<file path="src/rtl/rc4_prga_decrypt_if.sv">
// Control handshake plus the S, E and D memory buses of the RC4 PRGA decryptor.
interface rc4_prga_decrypt_if #(parameter int AW = 5);
    logic          start;
    logic          abort;
    logic [7:0]    s_addr;
    logic [7:0]    s_wdata;
    logic          s_wren;
    logic [7:0]    s_q;
    logic [AW-1:0] e_addr;
    logic [7:0]    e_q;
    logic [AW-1:0] d_addr;
    logic [7:0]    d_wdata;
    logic          d_wren;
    logic          busy;
    logic          done;
    logic          invalid;
    logic [AW:0]   char_count;

    modport master (
        input  start, abort, s_q, e_q,
        output s_addr, s_wdata, s_wren, e_addr, d_addr, d_wdata, d_wren,
               busy, done, invalid, char_count
    );
    modport slave (
        output start, abort, s_q, e_q,
        input  s_addr, s_wdata, s_wren, e_addr, d_addr, d_wdata, d_wren,
               busy, done, invalid, char_count
    );
endinterface

</file>
<file path="src/rtl/rc4_prga_decrypt.sv">
// RC4 PRGA over a key-scheduled S RAM; XORs keystream with the encrypted ROM into D RAM,
// optionally stopping at the first byte outside the accepted character set.
module rc4_prga_decrypt #(
    parameter int         MSG_LEN  = 32,
    parameter int         AW       = $clog2(MSG_LEN),
    parameter int         RD_LAT   = 1,
    parameter bit         CHECK_EN = 1'b1,
    parameter logic [7:0] CH_LO    = 8'd97,
    parameter logic [7:0] CH_HI    = 8'd122
) (
    input  logic               clk,
    input  logic               reset,
    rc4_prga_decrypt_if.master bus
);
    typedef enum logic [3:0] {
        IDLE, RD_I, WT_I, CAP_I, RD_J, WT_J, CAP_J, WR_I, WR_J,
        RD_F, WT_F, CAP_F, WR_D, CHECK, INC, FIN
    } state_t;

    localparam logic [AW-1:0] K_LAST = AW'(MSG_LEN - 1);
    localparam logic [AW-1:0] K_ONE  = AW'(1);
    localparam logic [AW:0]   C_ONE  = (AW + 1)'(1);
    localparam logic [2:0]    W_LAST = 3'(RD_LAT - 1);

    state_t        state_q, state_d;
    logic [7:0]    i_q, i_d, j_q, j_d, si_q, si_d, sj_q, sj_d, f_q, f_d, eb_q, eb_d;
    logic [AW-1:0] k_q, k_d;
    logic [2:0]    wcnt_q, wcnt_d;
    logic          invalid_q, invalid_d;
    logic [AW:0]   cnt_q, cnt_d;
    logic [7:0]    f_addr, pt;
    logic          wt_last, ok;

    always_comb begin
        state_d   = state_q;
        i_d       = i_q;
        j_d       = j_q;
        k_d       = k_q;
        si_d      = si_q;
        sj_d      = sj_q;
        f_d       = f_q;
        eb_d      = eb_q;
        wcnt_d    = wcnt_q;
        invalid_d = invalid_q;
        cnt_d     = cnt_q;
        bus.s_addr  = '0;
        bus.s_wdata = '0;
        bus.s_wren  = 1'b0;
        bus.e_addr  = '0;
        bus.d_addr  = '0;
        bus.d_wdata = '0;
        bus.d_wren  = 1'b0;
        bus.done    = 1'b0;
        bus.busy    = (state_q != IDLE);
        f_addr  = si_q + sj_q;
        pt      = f_q ^ eb_q;
        wt_last = (wcnt_q == W_LAST);
        ok      = !CHECK_EN || (pt >= CH_LO && pt <= CH_HI) || pt == 8'd32;

        case (state_q)
            IDLE: if (bus.start) begin
                state_d = RD_I; i_d = 8'd1; j_d = '0; k_d = '0;
                invalid_d = 1'b0; cnt_d = '0;
            end
            RD_I:  begin bus.s_addr = i_q; wcnt_d = '0; state_d = WT_I; end
            WT_I:  begin
                bus.s_addr = i_q;
                if (wt_last) state_d = CAP_I; else wcnt_d = wcnt_q + 3'd1;
            end
            // j advances with the value being captured so RD_J already sees the new j
            CAP_I: begin bus.s_addr = i_q; si_d = bus.s_q; j_d = j_q + bus.s_q; state_d = RD_J; end
            RD_J:  begin bus.s_addr = j_q; wcnt_d = '0; state_d = WT_J; end
            WT_J:  begin
                bus.s_addr = j_q;
                if (wt_last) state_d = CAP_J; else wcnt_d = wcnt_q + 3'd1;
            end
            CAP_J: begin bus.s_addr = j_q; sj_d = bus.s_q; state_d = WR_I; end
            WR_I:  begin bus.s_addr = i_q; bus.s_wdata = sj_q; bus.s_wren = 1'b1; state_d = WR_J; end
            WR_J:  begin bus.s_addr = j_q; bus.s_wdata = si_q; bus.s_wren = 1'b1; state_d = RD_F; end
            RD_F:  begin bus.s_addr = f_addr; bus.e_addr = k_q; wcnt_d = '0; state_d = WT_F; end
            WT_F:  begin
                bus.s_addr = f_addr; bus.e_addr = k_q;
                if (wt_last) state_d = CAP_F; else wcnt_d = wcnt_q + 3'd1;
            end
            CAP_F: begin
                bus.s_addr = f_addr; bus.e_addr = k_q;
                f_d = bus.s_q; eb_d = bus.e_q; state_d = WR_D;
            end
            WR_D:  begin bus.d_addr = k_q; bus.d_wdata = pt; bus.d_wren = 1'b1; state_d = CHECK; end
            CHECK: if (ok) begin cnt_d = cnt_q + C_ONE; state_d = INC; end
                   else begin invalid_d = 1'b1; state_d = FIN; end
            INC:   if (k_q == K_LAST) state_d = FIN;
                   else begin k_d = k_q + K_ONE; i_d = i_q + 8'd1; state_d = RD_I; end
            FIN:   begin bus.done = 1'b1; state_d = IDLE; end
            default: state_d = IDLE;
        endcase

        // abort wins over any bookkeeping of the current cycle; FIN always drains to IDLE
        if (bus.abort && state_q != IDLE && state_q != FIN) begin
            state_d   = FIN;
            invalid_d = invalid_q;
            cnt_d     = cnt_q;
        end
    end

    always_ff @(posedge clk) begin
        if (!reset) begin
            state_q   <= IDLE;
            i_q       <= '0;
            j_q       <= '0;
            k_q       <= '0;
            si_q      <= '0;
            sj_q      <= '0;
            f_q       <= '0;
            eb_q      <= '0;
            wcnt_q    <= '0;
            invalid_q <= 1'b0;
            cnt_q     <= '0;
        end else begin
            state_q   <= state_d;
            i_q       <= i_d;
            j_q       <= j_d;
            k_q       <= k_d;
            si_q      <= si_d;
            sj_q      <= sj_d;
            f_q       <= f_d;
            eb_q      <= eb_d;
            wcnt_q    <= wcnt_d;
            invalid_q <= invalid_d;
            cnt_q     <= cnt_d;
        end
    end

    assign bus.invalid    = invalid_q;
    assign bus.char_count = cnt_q;
endmodule

</file>
<file path="src/flat_wrapper.sv">
// flat-port wrapper written by rule: the top's interface ports become plain ports
module rc4_prga_decrypt_flat 
#(
    parameter int         MSG_LEN  = 32,
    parameter int         AW       = $clog2(MSG_LEN),
    parameter int         RD_LAT   = 1,
    parameter bit         CHECK_EN = 1'b1,
    parameter logic [7:0] CH_LO    = 8'd97,
    parameter logic [7:0] CH_HI    = 8'd122
)
  (clk, reset, bus_start, bus_abort, bus_s_q, bus_e_q, bus_s_addr, bus_s_wdata, bus_s_wren, bus_e_addr, bus_d_addr, bus_d_wdata, bus_d_wren, bus_busy, bus_done, bus_invalid, bus_char_count);
  rc4_prga_decrypt_if #(.AW(AW)) bus_i ();
  input  logic clk;
  input  logic reset;
  input wire logic [$bits(bus_i.start)-1:0] bus_start;
  input wire logic [$bits(bus_i.abort)-1:0] bus_abort;
  input wire logic [$bits(bus_i.s_q)-1:0] bus_s_q;
  input wire logic [$bits(bus_i.e_q)-1:0] bus_e_q;
  output wire logic [$bits(bus_i.s_addr)-1:0] bus_s_addr;
  output wire logic [$bits(bus_i.s_wdata)-1:0] bus_s_wdata;
  output wire logic [$bits(bus_i.s_wren)-1:0] bus_s_wren;
  output wire logic [$bits(bus_i.e_addr)-1:0] bus_e_addr;
  output wire logic [$bits(bus_i.d_addr)-1:0] bus_d_addr;
  output wire logic [$bits(bus_i.d_wdata)-1:0] bus_d_wdata;
  output wire logic [$bits(bus_i.d_wren)-1:0] bus_d_wren;
  output wire logic [$bits(bus_i.busy)-1:0] bus_busy;
  output wire logic [$bits(bus_i.done)-1:0] bus_done;
  output wire logic [$bits(bus_i.invalid)-1:0] bus_invalid;
  output wire logic [$bits(bus_i.char_count)-1:0] bus_char_count;
  assign bus_i.start = bus_start;
  assign bus_i.abort = bus_abort;
  assign bus_i.s_q = bus_s_q;
  assign bus_i.e_q = bus_e_q;
  assign bus_s_addr = bus_i.s_addr;
  assign bus_s_wdata = bus_i.s_wdata;
  assign bus_s_wren = bus_i.s_wren;
  assign bus_e_addr = bus_i.e_addr;
  assign bus_d_addr = bus_i.d_addr;
  assign bus_d_wdata = bus_i.d_wdata;
  assign bus_d_wren = bus_i.d_wren;
  assign bus_busy = bus_i.busy;
  assign bus_done = bus_i.done;
  assign bus_invalid = bus_i.invalid;
  assign bus_char_count = bus_i.char_count;
  rc4_prga_decrypt #(.MSG_LEN(MSG_LEN), .AW(AW), .RD_LAT(RD_LAT), .CHECK_EN(CHECK_EN), .CH_LO(CH_LO), .CH_HI(CH_HI)) u_core (.clk(clk), .reset(reset), .bus(bus_i));
endmodule
</file>
<file path="config.mk">
export PLATFORM = sky130hd
export DESIGN_NAME = rc4_prga_decrypt_flat
export DESIGN_NICKNAME = d
export VERILOG_FILES = /design/src/rtl/rc4_prga_decrypt_if.sv /design/src/rtl/rc4_prga_decrypt.sv /design/src/flat_wrapper.sv
export SDC_FILE = /design/constraint.sdc
export NUM_CORES = 1
export LEC_CHECK = 0
export ABC_AREA = 1
export BUFFER_PORTS_ARGS = -buffer_cell sky130_fd_sc_hd__buf_2
export CORE_ASPECT_RATIO = 0.9
export CORE_MARGIN = 1
export CORE_UTILIZATION = 55
export CTS_CLUSTER_DIAMETER = 80
export DETAILED_ROUTE_END_ITERATION = 8
export GPL_TIMING_DRIVEN = 0
export HOLD_SLACK_MARGIN = 0.06
export PLACE_DENSITY = 0.82
export SLEW_MARGIN = 25
export SYNTH_ARGS = -nofsm -noshare
export SYNTH_HDL_FRONTEND = slang
export SYNTH_SLANG_ARGS = --single-unit
</file>
<file path="constraint.sdc">
create_clock -name clk -period 1.8 [get_ports clk]
set_input_delay 0.18 -clock clk [delete_from_list [all_inputs] [get_ports clk]]
set_output_delay 0.18 -clock clk [all_outputs]
set_load 0.01 [all_outputs]
</file>
## After elaboration in Yosys (flattened, before gate mapping)

Cells that the tools add are included.

| operators by class | value |
|---|---|
| bitwise operators | 2 |
| reductions and logical operators | 23 |
| multiply operators | 0 |
| muxes and demuxes | 32 |
| divide/modulo/power cells | 0 |
| shifts and indexed selects | 0 |
| eq/ne operators | 27 |
| add/subtract/negate cells | 6 |
| $lt $le $gt $ge | 2 |

Operators by type and width:

| kind | count |
|---|---|
| $pmux W4 S16 | 1 |
| $pmux W8 S2 | 3 |
| $eq A4 B4 Y1 const B | 8 |
| $mux W8 | 4 |
| $mux W4 | 6 |
| $pmux W8 S3 | 1 |
| $mux W5 | 4 |
| $add A8 B8 Y8 | 2 |
| $eq A4 B3 Y1 const B | 4 |
| $mux W6 | 2 |
| $pmux W6 S2 | 1 |
| $reduce_and A4 Y1 | 3 |
| $pmux W5 S2 | 1 |
| $ne A3 B1 Y1 const B | 3 |
| $reduce_or A3 Y1 | 3 |
| $add A8 B1 Y8 const B | 1 |
| $eq A4 B2 Y1 const B | 2 |
| $eq A8 B6 Y1 const B | 1 |
| $ge A8 B7 Y1 const B | 1 |
| $le A8 B7 Y1 const B | 1 |
| $ne A2 B2 Y1 const B | 4 |
| $reduce_bool A2 Y1 | 4 |
| $reduce_or A4 Y1 | 2 |
| $xor A8 B8 Y8 | 1 |
| other kinds (21) | 29 |

| word-level totals | value |
|---|---|
| ROM bits | 0 |
| logic and storage cells | 103 |
| register bits | 67 |
| memory bits (writable) | 0 |
| memories kept | 0 |
| bits in latches | 0 |
| bits of input ports | 20 |

## Logic depth before layout (Yosys ltp)

Gate-level depths: netlist of the first run.

| logic depth | value |
|---|---|
| depth in word-level cells | 7 |
| mapped depth | 13 |
| mapped depth without buffers | 13 |

## Worst setup path before layout of the first run

No wires, ideal clock.

| path | value |
|---|---|
| path kind | reg-to-output |
| start | reg u_core.sj_q[0] |
| end | out bus_s_addr[6] |
| required time | 1.620 ns |
| cell stages (with the launch flop) | 10 |
| arrival | 1.599 ns |
| setup slack | 0.021 ns |
| path through | dfxtp_1 -> ha_1 -> fa_1 -> nand3_1 -> nand3_1 -> nand2_1 -> nand2_1 -> a21oi_1 -> xor2_1 -> o21bai_1 |

| on the way | value |
|---|---|
| cells in the longest elaborated chain, start to end | 2 |

RTL lines:

| what | RTL line | source |
|---|---|---|
| from (decl) | rc4_prga_decrypt.sv:26 | `logic [7:0] i_q, i_d, j_q, j_d, si_q, si_d, sj_q, sj_d, f_q, f_d, eb_q, eb_d;` |
| from (signal assigned) | rc4_prga_decrypt.sv:125 | `sj_q <= sj_d;` |
| $add A8 B8 Y8 | rc4_prga_decrypt.sv:55 | `f_addr = si_q + sj_q;` |
| $pmux W8 S3 | rc4_prga_decrypt.sv:60 | `case (state_q)` |
| to (decl) | flat_wrapper.sv:19 | `output wire logic [$bits(bus_i.s_addr)-1:0] bus_s_addr;` |

No other way between the ends.

## Final worst setup path of the first run

| path | value |
|---|---|
| start | reg u_core.sj_q[1] |
| end | out bus_s_addr[5] |

Same word-level chain as after synthesis.

==> run_results.csv, run 1 <==
group,metric,value,unit
drt,drt_wl_total,14.67,mm
clock_tree,clk_latency,0.36,ns
status,outcome,"finished, violations left",
critical_path,cp_slowest_cell,"dfxtp_2",
synth,synthSimpleGateAreaFrac,28.27,%
cells_and_area,utilization,78.85,%
placement,place_hpwl,7.802,mm
placement,io_buffers,64,
cells_and_area,multi_input_area,2596,um2
synth,synth_ff_type,"dfxtp_1",
global_routing,gr-usage-all-layers,32.05,%
synth,synthAdderAreaFrac,7.469,%
timing,setup_violations,23,
critical_path,worst_ep_required_time,1.62,ns
critical_path,critPathArrivalTime,2.23,ns
placement,gp_congestion,0.9478,
synth,synthCells,566,
cells_and_area,syn_to_final_growth,35.77,%
clock_tree,ctsLongestPathBuffers,2,
power,cellPowerDensity,804.4,nW/um2
run,max_cap_viol_count,0,
critical_path,path_class,"register to output pin",
synth,synth_top_area_share,34.51,%
power,p_leak,2.461,nW
cells_and_area,fin_nets,722,
global_routing,met2_usage,55.08,%
critical_path,path_buf_inv,2,
synth,seq_area_frac_synth,34.51,%
timing,rsz0062_at_grt,"true",
global_routing,grt.overflow.total,0,
timing,relSlewSlack,59.45,%
timing,post-route-min-period,2.407,ns
cells_and_area,n_antenna_cell,0,
global_routing,grtUsageMet1,40.18,%
global_routing,grt_busiest_layer,"met2",
synth,synthTopCellsByArea,"dfxtp_1, nor2_1, nand2_1",
drt,vias,4843,
synth,postSynth.asyncResetShare,0,%
critical_path,cp_max_fo,4,
synth,yosysTopAreaCell,"dfxtp_1",
hold_path,hp-class,"input pin to register",
synth,synth_most_common_cell,"nor2_1",
synth,synth_cell_types,40,
drt,drt_pass1_iterations,9,
timing,finalCritPeriodShare,133.7,%
synth,synth_top_family_by_area,"simple AND/OR/NAND/NOR gates",
synth,synth_warnings,0,
synth,syn_nets,608,
global_routing,antenna_found_initial,0,
clock_tree,cts_sinks,67,
clock_tree,cts_tree,"done",
cells_and_area,register_area,1376,um2
critical_path,cp_top_family,"simple AND/OR/NAND/NOR gates",
clock_tree,clk_pin_slew_worst_paths,0.09,ns
die,die_y,81.75,um
timing,clock.fmax,415.5,MHz
critical_path,start_kind,"register",
synth,netlist_top_cells_count,"nor2_1, nand2_1, dfxtp_1, inv_1, a21oi_1",
die,start_util,58.08,%
global_routing,grt_pass1_wl,18.76,mm
cells_and_area,drive_gt1_share,32.99,%
drt,vias_per_cell,6.249,
global_routing,grt_pass1_vias,3964,
timing,finalHoldViolations,0,
timing,setup_slack,-0.6068,ns
clock_tree,cts_inserted_buffers,9,
die,rows,28,
drt,drtIter0Drc,746,
drt,post-route-drc-count,0,
synth,synth_mux_area_share,0,%
timing,clock_skew,0.01279,ns
synth,synth_edf_count,0,
clock_tree,clockRootBuffer,"clkbuf_8",
synth,synth_seq_cells,67,
status,violations,"setup timing",
critical_path,max_stage_delay,0.36,ns
die,die_w,90.61,um
clock_tree,htreeDepth,3,
critical_path,cp_cell_sequence,"ha_1 -> nand3_1 -> nand2_2 -> nand2_1 -> nand2_1 -> a21oi_1 -> inv_1 -> a21oi_1 -> o21ai_1 -> nand3_1 -> buf_2",
die,ios,65,
cells_and_area,fillers,421,
synth,syn_avg_cell_area,6.866,um2
global_routing,grt_max_degree,14,
timing,worstMarginPinSlew,0.6082,ns
critical_path,end_kind,"output pin",
power,ir_worst_vdd,0.6806,mV
global_routing,grt.met3_usage,6.019,%
synth,synth_area,3886,um2
drt,wl_per_cell,18.93,um
drt,ant_nets,0,
synth,synth_compound_area_share,19.45,%
die,coreArea,6691,um2
power,p_total,4.244,mW
die,die-area,7407,um2
synth,synthXorXnorAreaFrac,2.479,%
timing,slew_violations,0,
[placed cells by master (no fill, tap or decap), drive strengths merged]
cell	netlist	final
nor2	106	106
buf	3	106
nand2	105	105
inv	66	68
dfxtp	67	67
a21oi	55	55
o21ai	49	49
nand3	26	26
ha	20	20
clkbuf	10	19
nor3	10	10
a32o	8	8
xor2	6	6
xnor2	5	5
a22oi	5	5
clkinv	1	5
nand4	3	3
o211ai	3	3
o221ai	3	3
nor4	3	3
o21a	2	2
fa	2	2
o21bai	2	2
a22o	1	1
or2	1	1
o22ai	1	1
nand3b	1	1
a31oi	1	1
a211oi	1	1
bufinv	0	1
[final timing paths]
check / to / slack (ns) / start / cells after the start
worst min-delay path: u_core.eb_q[7]$_SDFFE_PN0P_ / 0.06 / bus_e_q[7] / 3
worst min register to register: u_core.k_q[2]$_SDFFE_PN0P_ / 0.48 / u_core.k_q[2]$_SDFFE_PN0P_ / 1
worst max register to register: u_core.i_q[5]$_SDFFE_PN0P_ / 0 / u_core.state_q[1]$_SDFFE_PN0P_ / 13
worst max-delay path: bus_s_addr[5] / -0.61 / u_core.sj_q[1]$_SDFFE_PN0P_ / 11
[registers in the layout, summed over array words and instances (netlist names)]
register / cells
u_core.j_q: 8
u_core.bus.invalid: 1
u_core.i_q: 8
u_core.eb_q: 8
u_core.wcnt_q: 3
u_core.k_q: 5
u_core.bus.char_count: 6
u_core.sj_q: 8
u_core.si_q: 8
u_core.f_q: 8
u_core.state_q: 4
[tightest hold or removal path, delay by kind of cell]
| family | cells | cell delay [ns] |
|---|---|---|
| AND/OR/NAND/NOR | 2 | 0.12 |
| buffers and inverters | 1 | 0.08 |
[cells by family after synthesis]
logic type	after synthesis
compound gates	131
xor+xnor	11
fa+ha+maj	22
buf+inv	80
flops	67
simple gates	255
[where the power goes]
group / switching [mW] / total [mW] / leakage (nW) / internal (mW)
sequential: 0.118 / 1.69 / 0.551 / 1.57
combinational: 0.762 / 1.22 / 1.81 / 0.460
clock: 0.683 / 1.34 / 0.105 / 0.652
total: 1.56 / 4.24 / 2.46 / 2.68
[per-stage QoR]
step / std cells / hold slack, ns / TNS [ns] / setup WS [ns] / cell area (um2)
2_1_floorplan: 566 / 0.3149 / 0 / 0.02120 / 3886
3_3_place_gp: 720 / 0.4301 / -0.6241 / -0.1603 / 4319
3_5_place_dp: 720 / 0.4315 / -0.8929 / -0.1824 / 4319
4_1_cts: 754 / 0.06708 / -2.047 / -0.4045 / 4827
5_1_grt: 775 / 0.09109 / -5.659 / -0.6921 / 5276
6_report: 775 / 0.06325 / -4.532 / -0.6068 / 5276
[metal layers]
layer | part of all wire [%] | vias up
met5 | 0 | -
met4 | 6.0 | 0
met3 | 12 | 121
met2 | 44 | 426
met1 | 37 | 2193
li1 | - | 2103
[area by class of cell]
class,instances,area share [%]
multi-input cells,419,49.21
flip-flops and latches,67,26.08
clock inverters,7,1.470
inverters,67,4.956
repair buffers,104,12.45
clock buffers,9,2.348
well taps,90,2.134
plain buffers,12,1.352
[timing repair]
item,in CTS,in global routing
gates resized for setup,49,83
hold buffers,0,0
setup buffers,18,26
endpoints found under the setup margin,36,70
pin swaps,15,22
Note: power is estimated with default switching activity, not from simulation.
==> run 2: changes to the inputs <==
--- a/config.mk
+++ b/config.mk
@@ -14,6 +14,7 @@
 export DETAILED_ROUTE_END_ITERATION = 8
 export GPL_TIMING_DRIVEN = 0
 export HOLD_SLACK_MARGIN = 0.06
+export MAX_ROUTING_LAYER = met4
 export PLACE_DENSITY = 0.82
 export SLEW_MARGIN = 25
 export SYNTH_ARGS = -nofsm -noshare
==> run_results.csv, run 2 (synthesis gave the netlist of run 1 again) <==
group,metric,value,unit
status,outcome,"finished, violations left",
status,violations,"setup timing",
cells_and_area,fin_nets,730,
cells_and_area,n_antenna_cell,0,
timing,slew_violations,0,
cells_and_area,utilization,80.35,%
power,p_comb_share,27.2,%
clock_tree,ctsLongestPathBuffers,2,
clock_tree,cts_inserted_buffers,9,
timing,finalSetupTns,-3.268,ns
cells_and_area,layout_common_cells,"nor2_1, nand2_1, buf_2",
drt,drt_pass1_iterations,6,
die,ios,65,
timing,relSlewSlack,54.15,%
global_routing,grt_pass1_vias,3977,
timing,finalCritPeriodShare,130.7,%
cells_and_area,fillers,399,
power,ir_worst_vdd,0.6755,mV
die,rows,28,
drt,ant_nets,0,
die,die_y,81.75,um
placement,place_hpwl,7.834,mm
placement,gp_congestion,0.9583,
die,coreArea,6691,um2
global_routing,grt_max_degree,14,
power,p_leak,2.491,nW
critical_path,path_class,"register to output pin",
drt,vias_per_cell,6.218,
clock_tree,clk_latency,0.37,ns
timing,clock.fmax,425.0,MHz
clock_tree,clk_pin_slew_worst_paths,0.08,ns
drt,drt_wl_total,14.66,mm
clock_tree,htreeDepth,3,
timing,post-route-min-period,2.353,ns
cells_and_area,multi_input_area,2589,um2
drt,drtIter0Drc,725,
power,internal-power,2.966,mW
power,cellPowerDensity,838.4,nW/um2
global_routing,grt.overflow.total,0,
timing,finalHoldViolations,0,
timing,setup_violations,21,
timing,worstMarginPinSlew,0.6877,ns
critical_path,rrSetupSlack,-0.12,ns
clock_tree,clockRootBuffer,"clkbuf_8",
timing,rsz0062_at_grt,"true",
global_routing,grt_pass1_wl,18.59,mm
power,p_sw,1.542,mW
cells_and_area,syn_to_final_growth,38.35,%
clock_tree,cts_tree,"done",
power,p_clk_share,35.4,%
critical_path,start_kind,"register",
critical_path,worst_ep_required_time,1.62,ns
critical_path,cp_max_fo,2,
clock_tree,cts_sinks,67,
global_routing,antenna_found_initial,0,
die,die-area,7407,um2
timing,setup_slack,-0.5531,ns
drt,vias,4869,
placement,io_buffers,64,
power,sw_frac_of_total,34.21,%
critical_path,critPathArrivalTime,2.17,ns
run,max_cap_viol_count,0,
cells_and_area,final_common_cell,"nor2_1",
die,start_util,58.08,%
placement,place_ws,-0.1784,ns
drt,post-route-drc-count,0,
power,seqPwrFrac,37.3,%
hold_path,hp-class,"input pin to register",
cells_and_area,drive_gt1_share,34.05,%
global_routing,gr-usage-all-layers,33.07,%
timing,clock_skew,0.006392,ns
drt,wl_per_cell,18.72,um
critical_path,end_kind,"output pin",
cells_and_area,register_area,1388,um2
die,die_w,90.61,um
-- run 2: cell types whose count changed in the layout (fill, tap and decap cells not counted), moves of 3 or more --
cell	before	now
nand2_2	9	14
buf_4	33	40
nand2_1	89	86
dfxtp_4	6	9
nor2_2	10	5
o21ai_1	7	3
dfxtp_1	51	48
nor2_1	87	92
o21ai_0	40	43
-- run 2: repair_timing --
item / in CTS / in global routing
hold buffers: 2 / 0
endpoints found under the setup margin: 43 / 78
buffers inserted: 22 / 28
pin swaps: 17 / 22
endpoints found under the hold margin: 2 / 0
resized for setup: 57 / 78
-- run 2: area by class of cell --
| class | instances | area share (%) |
|---|---|---|
| Buffer | 11 | 0.8843 |
| Timing Repair Buffer | 113 | 13.64 |
| Sequential cell | 67 | 25.81 |
| Inverter | 67 | 4.864 |
| Multi-Input combinational cell | 419 | 48.15 |
| Tap cell | 90 | 2.094 |
| Clock inverter | 7 | 2.257 |
| Clock buffer | 9 | 2.304 |
-- run 2: critical path, cell delays in order, from the launching register on --
cell and delay (ns):
dfxtp_2 0.35, ha_4 0.17, fa_2 0.38, nand3_2 0.09, nand3_2 0.10, nand2_2 0.10
nand2_2 0.06, a21oi_2 0.16, xor2_1 0.16, o21bai_1 0.09, buf_2 0.14
-- run 2: metal layers --
| layer | GRT usage, % | up-vias | part of all wire (%) |
|---|---|---|---|
| met5 | - | - | 0 |
| met4 | 14.68 | 0 | 6.1 |
| met3 | 7.500 | 116 | 12 |
| met2 | 55.83 | 430 | 46 |
| met1 | 38.16 | 2202 | 37 |
| li1 | - | 2121 | - |
-- run 2: final timing paths --
path,cells after the start,start,to
max,10,u_core.sj_q[0]$_SDFFE_PN0P_,bus_s_addr[6]
min,3,bus_e_q[3],u_core.eb_q[3]$_SDFFE_PN0P_
max reg2reg,10,u_core.state_q[1]$_SDFFE_PN0P_,u_core.state_q[1]$_SDFFE_PN0P_
min reg2reg,1,u_core.k_q[2]$_SDFFE_PN0P_,u_core.k_q[2]$_SDFFE_PN0P_
-- run 2: stage by stage --
step                total power, mW  hold WS (ns)  cells  area (um2)
detailed placement            2.426        0.4273    720        4319
global placement              2.400        0.4304    720        4319
finish                        4.508       0.08608    783        5376
CTS                           4.154        0.1013    760        4938
floorplan                     2.195        0.3149    566        3886
global route                  4.618        0.1171    783        5376
-- run 2: power by group through the flow --
stage | logic (mW) | registers [mW] | clock network, mW
global route | 1.28 | 1.69 | 1.65
detailed placement | 0.751 | 1.67 | 0
global placement | 0.731 | 1.67 | 0
CTS | 0.905 | 1.66 | 1.59
floorplan | 0.535 | 1.66 | 0
finish | 1.23 | 1.68 | 1.60
==> run 3: changes to the inputs <==
--- a/config.mk
+++ b/config.mk
@@ -16,6 +16,7 @@
 export HOLD_SLACK_MARGIN = 0.06
 export MAX_ROUTING_LAYER = met4
 export PLACE_DENSITY = 0.82
+export SETUP_SLACK_MARGIN = 0.05
 export SLEW_MARGIN = 25
 export SYNTH_ARGS = -nofsm -noshare
 export SYNTH_HDL_FRONTEND = slang
==> run_results.csv, run 3 (synthesis gave the netlist of run 1 again) <==
group,metric,value,unit
critical_path,cp_max_fo,2,
timing,clock.fmax,411.1,MHz
cells_and_area,fillers,358,
critical_path,cp_top_family,"adder cells",
cells_and_area,finalInstanceArea,5563,um2
power,ir_worst_vdd,0.6646,mV
die,start_util,58.08,%
global_routing,grt_pass1_wl,18.69,mm
critical_path,path_class,"register to output pin",
status,outcome,"finished, violations left",
cells_and_area,layout_common_cells,"nand2_1, nor2_1, buf_2",
timing,setup_slack,-0.6322,ns
clock_tree,cts_tree,"done",
placement,place_hpwl,7.802,mm
die,rows,28,
drt,vias,5140,
placement,placed_area,4322,um2
timing,slew_violations,0,
critical_path,cp_cell_sequence,"ha_4 -> fa_2 -> nand3_2 -> nand3_2 -> nand2_2 -> nand2_2 -> a21oi_2 -> xor2_1 -> o21bai_1 -> buf_2",
cells_and_area,utilization,83.13,%
drt,drt_wl_total,16.87,mm
placement,place_ws,-0.1739,ns
timing,post-route-min-period,2.432,ns
global_routing,gr-usage-all-layers,33.33,%
timing,setup_violations,50,
die,die_w,90.61,um
die,die_y,81.75,um
drt,ant_nets,0,
timing,rsz0062_at_grt,"true",
drt,wl_per_cell,21.52,um
drt,drtIter0Drc,860,
placement,gp_congestion,0.9594,
power,p_leak,2.494,nW
global_routing,grt_max_degree,15,
clock_tree,clockRootBuffer,"clkbuf_8",
die,ios,65,
status,violations,"DRC, setup timing",
clock_tree,ctsLongestPathBuffers,2,
timing,finalCritPeriodShare,135.1,%
critical_path,max_stage_delay,0.37,ns
clock_tree,htreeDepth,3,
cells_and_area,final_common_cell,"nand2_1",
drt,drt_pass1_iterations,9,
clock_tree,cts_hold_buf,0,
power,cellPowerDensity,812.9,nW/um2
placement,io_buffers,64,
die,coreArea,6691,um2
clock_tree,clk_latency,0.38,ns
global_routing,grt.overflow.total,0,
drt,vias_per_cell,6.556,
global_routing,antenna_found_initial,0,
cells_and_area,drive_gt1_share,37.46,%
critical_path,critPathArrivalTime,2.25,ns
global_routing,grt_pass1_vias,3966,
clock_tree,cts_sinks,67,
clock_tree,cts_inserted_buffers,9,
critical_path,cp_slowest_cell,"dfxtp_4",
cells_and_area,syn_to_final_growth,43.14,%
critical_path,end_kind,"output pin",
timing,relSlewSlack,57.46,%
cells_and_area,fin_nets,731,
cells_and_area,n_antenna_cell,0,
die,die-area,7407,um2
run,max_cap_viol_count,0,
drt,post-route-drc-count,1,
timing,worstMarginPinSlew,0.6380,ns
critical_path,start_kind,"register",
clock_tree,clk_pin_slew_worst_paths,0.10,ns
critical_path,worst_ep_required_time,1.62,ns
critical_path,path_buf_inv,1,
hold_path,hp-class,"input pin to register",
timing,clock_skew,0.01867,ns
timing,finalHoldViolations,0,
==> run 3: metal layers <==
layer	GRT usage (%)	vias up	part of all wire [%]
met5	-	-	0
met4	14.03	0	9.5
met3	9.259	215	13
met2	56.67	534	43
met1	37.39	2261	34
li1	-	2130	-
==> run 3: metrics by stage <==
step / hold WS, ns / std cells / total power, mW / TNS, ns
after floorplan: 0.3149 / 566 / 2.195 / 0
after global placement: 0.4290 / 720 / 2.400 / -0.6179
after detailed placement: 0.4351 / 720 / 2.422 / -0.8043
after CTS: 0.07381 / 753 / 3.948 / -1.965
after global routing: 0.07937 / 784 / 4.601 / -5.823
final: 0.06777 / 784 / 4.522 / -5.189
==> run 3: layout make-up <==
class | instances | area (um2) | area share (%)
multi-input cells | 419 | 2733 | 49.12
flip-flops and latches | 67 | 1380 | 24.81
repair buffers | 112 | 775.7 | 13.95
inverters | 67 | 269.0 | 4.836
clock buffers | 9 | 123.9 | 2.227
well taps | 90 | 112.6 | 2.024
plain buffers | 13 | 86.33 | 1.552
clock inverters | 7 | 82.58 | 1.484
==> run 3: power breakdown <==
group	leakage, nW	internal, mW	total, mW	switching [mW]
Combinational	1.84	0.550	1.42	0.867
Sequential	0.551	1.57	1.69	0.120
Clock	0.0988	0.665	1.42	0.753
Total	2.49	2.78	4.52	1.74
==> run 3: final timing paths <==
check                            startpoint                           to  slack, ns  depth (start not counted)
max             u_core.sj_q[0]$_SDFFE_PN0P_                bus_s_addr[6]      -0.63                         10
min                              bus_e_q[5]  u_core.eb_q[5]$_SDFFE_PN0P_       0.07                          3
max reg2reg  u_core.state_q[0]$_SDFFE_PN0P_   u_core.i_q[7]$_SDFFE_PN0P_      -0.22                         15
min reg2reg      u_core.k_q[2]$_SDFFE_PN0P_   u_core.k_q[2]$_SDFFE_PN0P_       0.47                          1
==> run 3: tightest hold or removal path, stage by stage <==
cell,delay [ns]
buf_2,0.08
nor2_1,0.04
nor2_1,0.09
==> run 3: timing repair <==
action / CTS / global route
setup buffers: 16 / 34
pin swaps: 14 / 36
gates resized for setup: 69 / 119
gates cloned: 1 / 0
hold endpoints to repair: 0 / 0
setup endpoints to repair: 53 / 83
